### config.mk
export PLATFORM = sky130hd
export DESIGN_NAME = regfile_wb_arbiter
export DESIGN_NICKNAME = d
export VERILOG_FILES = /design/src/rtl/rv_wb_pkg.sv /design/src/rtl/wb_hold_buffer.sv /design/src/rtl/regfile_wb_arbiter.sv
export SDC_FILE = /design/constraint.sdc
export NUM_CORES = 1
export LEC_CHECK = 0
export BUFFER_PORTS_ARGS = -buffer_cell sky130_fd_sc_hd__buf_2
export CAP_MARGIN = 25
export CORE_ASPECT_RATIO = 0.7
export CORE_UTILIZATION = 45
export DETAILED_ROUTE_END_ITERATION = 12
export GPL_ROUTABILITY_DRIVEN = 0
export HOLD_SLACK_MARGIN = 0.12
export PLACE_DENSITY_LB_ADDON = 0.08
export SLEW_MARGIN = 20
export SYNTH_ARGS = -nofsm -noshare
export SYNTH_HDL_FRONTEND = slang
export SYNTH_SLANG_ARGS = --single-unit
### constraint.sdc
create_clock -name CLK -period 3.3 [get_ports CLK]
set_input_delay 0.66 -clock CLK [delete_from_list [all_inputs] [get_ports CLK]]
set_output_delay 0.66 -clock CLK [all_outputs]
set_load 0.01 [all_outputs]
### src/rtl/rv_wb_pkg.sv
// rv_wb_pkg: shared types and constants for the register-file writeback arbiter
package rv_wb_pkg;
    typedef enum logic {NORMAL, FORCE_B} arb_state_t;
    localparam logic [1:0] GNT_NONE = 2'd0;
    localparam logic [1:0] GNT_A    = 2'd1;
    localparam logic [1:0] GNT_B    = 2'd2;
    localparam int REG_ZERO = 0;
endpackage

### src/rtl/wb_hold_buffer.sv
// wb_hold_buffer: single-entry valid/ready holding buffer for long-latency writeback results
// in_ready stays low for one extra cycle after the entry drains, so it is a pure register.
module wb_hold_buffer #(
    parameter int DATA_W = 32,
    parameter int REG_AW = 5
) (
    input  logic              CLK,
    input  logic              RST,
    input  logic              in_valid,
    output logic              in_ready,
    input  logic [REG_AW-1:0] in_reg,
    input  logic [DATA_W-1:0] in_data,
    input  logic              take,
    output logic              out_valid,
    output logic [REG_AW-1:0] out_reg,
    output logic [DATA_W-1:0] out_data
);
    logic load;

    assign load = in_valid && in_ready;

    always_ff @(posedge CLK) begin
        if (RST) begin
            out_valid <= 1'b0;
            in_ready  <= 1'b1;
            out_reg   <= '0;
            out_data  <= '0;
        end else begin
            out_valid <= load || (out_valid && !take);
            in_ready  <= !(load || out_valid);
            if (load) begin
                out_reg  <= in_reg;
                out_data <= in_data;
            end
        end
    end
endmodule

### src/rtl/regfile_wb_arbiter.sv
// regfile_wb_arbiter: shares the register file write port between pipeline (A) and long-latency (B) writeback
// Optional saturating statistics ports under REGFILE_WB_ARB_STATS_EN.
module regfile_wb_arbiter
    import rv_wb_pkg::*;
#(
    parameter int MAX_WAIT = 4,
    parameter int DATA_W   = 32,
    parameter int REG_AW   = 5
) (
    input  logic              CLK,
    input  logic              RST,
    input  logic              A_VALID,
    output logic              A_READY,
    input  logic [REG_AW-1:0] A_REG,
    input  logic [DATA_W-1:0] A_DATA,
    input  logic              B_VALID,
    output logic              B_READY,
    input  logic [REG_AW-1:0] B_REG,
    input  logic [DATA_W-1:0] B_DATA,
    output logic              RF_WRITE_ENABLE,
    output logic [REG_AW-1:0] RF_WRITE_REG,
    output logic [DATA_W-1:0] RF_WRITE_DATA,
    output logic              B_PENDING,
    output logic [REG_AW-1:0] B_PENDING_REG
`ifdef REGFILE_WB_ARB_STATS_EN
    ,
    output logic [31:0]       A_WRITES,
    output logic [31:0]       B_WRITES,
    output logic [15:0]       FORCE_CNT
`endif
);
    arb_state_t        state, state_nx;
    logic [1:0]        grant;
    logic [3:0]        wait_cnt;
    logic              buf_valid, force_hit, wr;
    logic [REG_AW-1:0] buf_reg, g_reg;
    logic [DATA_W-1:0] buf_data, g_data;

    wb_hold_buffer #(.DATA_W(DATA_W), .REG_AW(REG_AW)) u_buf (
        .CLK      (CLK),
        .RST      (RST),
        .in_valid (B_VALID),
        .in_ready (B_READY),
        .in_reg   (B_REG),
        .in_data  (B_DATA),
        .take     (grant == GNT_B),
        .out_valid(buf_valid),
        .out_reg  (buf_reg),
        .out_data (buf_data)
    );

    assign A_READY       = state == NORMAL;
    assign B_PENDING     = buf_valid;
    assign B_PENDING_REG = buf_valid ? buf_reg : '0;

    always_comb begin
        grant     = state == FORCE_B ? GNT_B : A_VALID ? GNT_A : buf_valid ? GNT_B : GNT_NONE;
        g_reg     = grant == GNT_B ? buf_reg : A_REG;
        g_data    = grant == GNT_B ? buf_data : A_DATA;
        wr        = grant != GNT_NONE && g_reg != REG_AW'(REG_ZERO);
        force_hit = buf_valid && grant == GNT_A && wait_cnt == 4'(MAX_WAIT - 1);
        state_nx  = force_hit ? FORCE_B : NORMAL;
    end

    always_ff @(posedge CLK) begin
        if (RST) begin
            state           <= NORMAL;
            wait_cnt        <= '0;
            RF_WRITE_ENABLE <= 1'b0;
            RF_WRITE_REG    <= '0;
            RF_WRITE_DATA   <= '0;
        end else begin
            state           <= state_nx;
            wait_cnt        <= grant == GNT_B ? 4'd0 : (buf_valid && grant == GNT_A) ? wait_cnt + 4'd1 : wait_cnt;
            RF_WRITE_ENABLE <= wr;
            if (wr) begin
                RF_WRITE_REG  <= g_reg;
                RF_WRITE_DATA <= g_data;
            end
        end
    end

`ifdef REGFILE_WB_ARB_STATS_EN
    always_ff @(posedge CLK) begin
        if (RST) begin
            A_WRITES  <= '0;
            B_WRITES  <= '0;
            FORCE_CNT <= '0;
        end else begin
            A_WRITES  <= (grant == GNT_A && A_WRITES != '1) ? A_WRITES + 32'd1 : A_WRITES;
            B_WRITES  <= (grant == GNT_B && B_WRITES != '1) ? B_WRITES + 32'd1 : B_WRITES;
            FORCE_CNT <= (force_hit && FORCE_CNT != '1) ? FORCE_CNT + 16'd1 : FORCE_CNT;
        end
    end
`endif
endmodule

==> parameters.txt <==
Parameter                              Value

Status
  Run status ... finished clean

Final layout
  Number of inserted filler cells in the final layout ... 764
  Final nets ... 595
  Core Util, Final ... between 50% and 60%
  Area added between synthesis and finish ... 24.0%
  Area of combinational cells with multiple inputs ... 1830 sq um
  Fraction of final layout cells sized beyond drive strength 1 ... roughly 34%
  Combined flip-flop and latch cell area ... 1640 sq um
  Regs by FF count ... RF_WRITE_DATA: 32 flops, u_buf.out_data: 32 flops
  Number of antenna cells inserted ... 0

Global routing
  Overall global routing resource usage ... between 20% and 30%
  Via count of the first global-routing pass ... 3159
  Wire length of the first global-routing pass ... 15.3 mm
  Largest net degree at the start of global routing ... 64
  Number of antenna violations at the first check in global routing ... 0
  Sum of overflow across all layers after global routing ... 0

Clocking
  Buffer count from post-CTS setup fixing ... 0
  Clock Root Buffer ... clkbuf_16
  Total of cells resized after clock tree synthesis ... 0
  Deepest clock path buffer count ... 2
  Number of sinks handled by clock tree synthesis ... 82
  Number of buffers created by CTS ... 9
  Source-to-sink clock delay at the later pin of the worst-skew pair ... about 0.33 ns
  CTS HTree Levels ... 3
  Clock-pin slew of the registers on the worst-case setup and hold paths ... ~0.060 ns
  Hold buffers post-CTS ... 0
  TritonCTS clock tree ... done

Detailed routing
  Iteration-0 DRC Markers ... 140
  Wire length after detailed routing ... 9.33 mm
  Detailed-routing iteration count for the pre-antenna-repair pass ... 4
  Number of remaining DRC errors ... 0
  Routed length per instance ... 15.1 um
  Routed vias/inst ... 5.18
  Number of nets with antenna violations after routing ... 0
  Vias post-DR ... 3214

Yosys
  Most common cell in the synthesized netlist ... nand2_1
  Total nets after synthesis ... 490
  Yosys top cell area share ... 44.7%
  Number of register bits inferred by synthesis ... a little over 80
  Count of mapped cells out of synthesis ... 411
  Cell types occupying the most area after synthesis ... dfxtp_1 (45%), nand2_1 (14%), a311oi_2 (11%), and3b_1 (7.9%), a21oi_1 (5.3%)
  Async SR Flop Fraction ... 0%
  Post-synthesis cell area ... 3670 sq um
  Leading cell types by count after synthesis ... nand2_1 (141), dfxtp_1 (82), a21oi_1 (39), and3b_1 (33), a311oi_2 (26)
  Mean Syn Cell Area ... between 8 and 9 sq um
  Predominant post-synthesis flop cell ... dfxtp_1
  Synth cell types ... 32
  Library cell occupying the most area in the post-synthesis netlist ... dfxtp_1
  Number of flops mapped to enable cells by yosys ... 0
  Total of warnings raised by yosys ... 0
  Share of the yosys chip area belonging to registers ... 44.7%

Min path
  Class of the tightest hold or removal check ... reg2reg

STA
  Pins over their slew limit ... 0
  Worst clock skew ... 0.00362 ns
  Slew @ Worst Pin ... 0.862 ns
  Slew Limit Headroom ... 42.5%
  Final period utilization ... 68.6%
  Clock period minus worst slack ... around 2.3 ns
  Worst path setup slack after routing ... 1.04 ns
  Final-report hold violation count ... 0
  Unrepaired setup endpoints after global routing ... false
  Final number of setup-violating endpoints ... 0
  Upper clock frequency limit ... 0.442 GHz
  Total negative setup slack ... 0 ns

Die
  Placeable core area ... 7870 sq um
  Number of placement rows ... 27
  Top Ports ... 124
  Die Wd ... 110 um
  Floorplan die area ... 8530 sq um
  Die extent in y ... 77.6 um
  Initial Utilization ... 46.7%

Power
  Leakage power figure ... 2.04 nW
  Peak VDD IR ... 316 uV
  PwrDens ... 517 nW/um^2
  Overall power consumption ... 2.35 mW

Critical path
  Critical Setup Path Class ... in2reg
  WP data arrival ... 2.51 ns
  Startpoint kind of the worst setup timing path ... input port
  Top fanout value on the critical path ... 36
  Endpoint class of the critical path ... flip-flop
  Required time of the critical path ... 3.54 ns

Placed design
  Half-perimeter wire length after detailed placement ... just over 6 mm
  Worst-case setup slack after placement ... 0.683 ns
  Port Buf Inserts ... 123

Job
  Max cap viols ... 0
==> per-layer routing <==
layer  vias up  GRT usage (%)  part of all wire, %
met1      1496           31.7                   50
li1       1628              -                    -
met5         -              0                    0
met4         0           4.93                 0.75
met2        82           36.7                   44
met3         8           7.56                  5.9
==> cell families after synthesis <==
kind of cell	share of synthesized area, %
mux	1.64
buf+inv	5.35
compound gates	21.0
xor+xnor	0.716
flops	44.7
simple gates	26.3
fa+ha+maj	0.341
==> metrics by stage <==
step           hold WS (ns)  std cells  cell area, sq um
2_1_floorplan         0.419        411              3670
3_3_place_gp          0.438        606              4300
3_5_place_dp          0.439        606              4300
4_1_cts               0.456        620              4550
5_1_grt               0.466        620              4550
6_report              0.449        620              4550
==> critical path, cell delays in order <==
cell and delay [ns]:
buf_2 0.10, or4_4 0.55, o21ai_4 0.39, nand2_4 0.44, a311oi_1 0.35
==> layout make-up <==
cell class,instances,share of cell area [%]
Multi-Input combinational cell,286,40.3
Sequential cell,82,36.1
Timing Repair Buffer,130,14.7
Clock buffer,14,5.58
Tap cell,101,2.78
Inverter,7,0.577
==> worst paths after layout <==
check                           slack [ns]                 to             from  cells after the start
worst max-delay path                  1.04  RF_WRITE_DATA[12]         A_REG[2]                      5
worst min-delay path                  0.45              state      wait_cnt[3]                      1
worst max register to register        1.19  RF_WRITE_DATA[21]  u_buf.out_valid                      4
worst min register to register        0.45              state      wait_cnt[3]                      1
==> cell usage in the layout, fill, tap and decap left out <==
cell type  Yosys  layout
a311oi_1       6       6
or2_2          2       2
clkbuf_1      23       4
nand2_1      141     141
clkbuf_16      0       9
clkbuf_8       0       1
nand2_4        1       1
mux2i_1        6       6
o32ai_1        1       1
and2_1         6       6
or4_4          1       1
nor4_1         2       2
a211oi_1       1       1
and3b_1       33      33
o2bb2ai_4      1       1
a311oi_2      26      26
a21oi_1       39      39
buf_2          7     122
nor2b_1        1       1
o21bai_1       1       1
and2b_1        1       1
xnor2_1        1       1
ha_1           1       1
nor2_4         1       1
nand4_1        1       1
nor3_1         6       6
buf_4          1       8
xor2_1         2       2
o21ai_4        1       1
o32ai_2        4       4
dfxtp_1       82      82
inv_1          7       7
==> power by group <==
group / internal, mW / total [mW] / leakage [nW] / switching, mW
Sequential: 1.06 / 1.10 / 0.677 / 0.0388
Clock: 0.523 / 0.887 / 0.123 / 0.365
Combinational: 0.162 / 0.366 / 1.24 / 0.204
No activity file was read; power rests on OpenSTA's default activity.
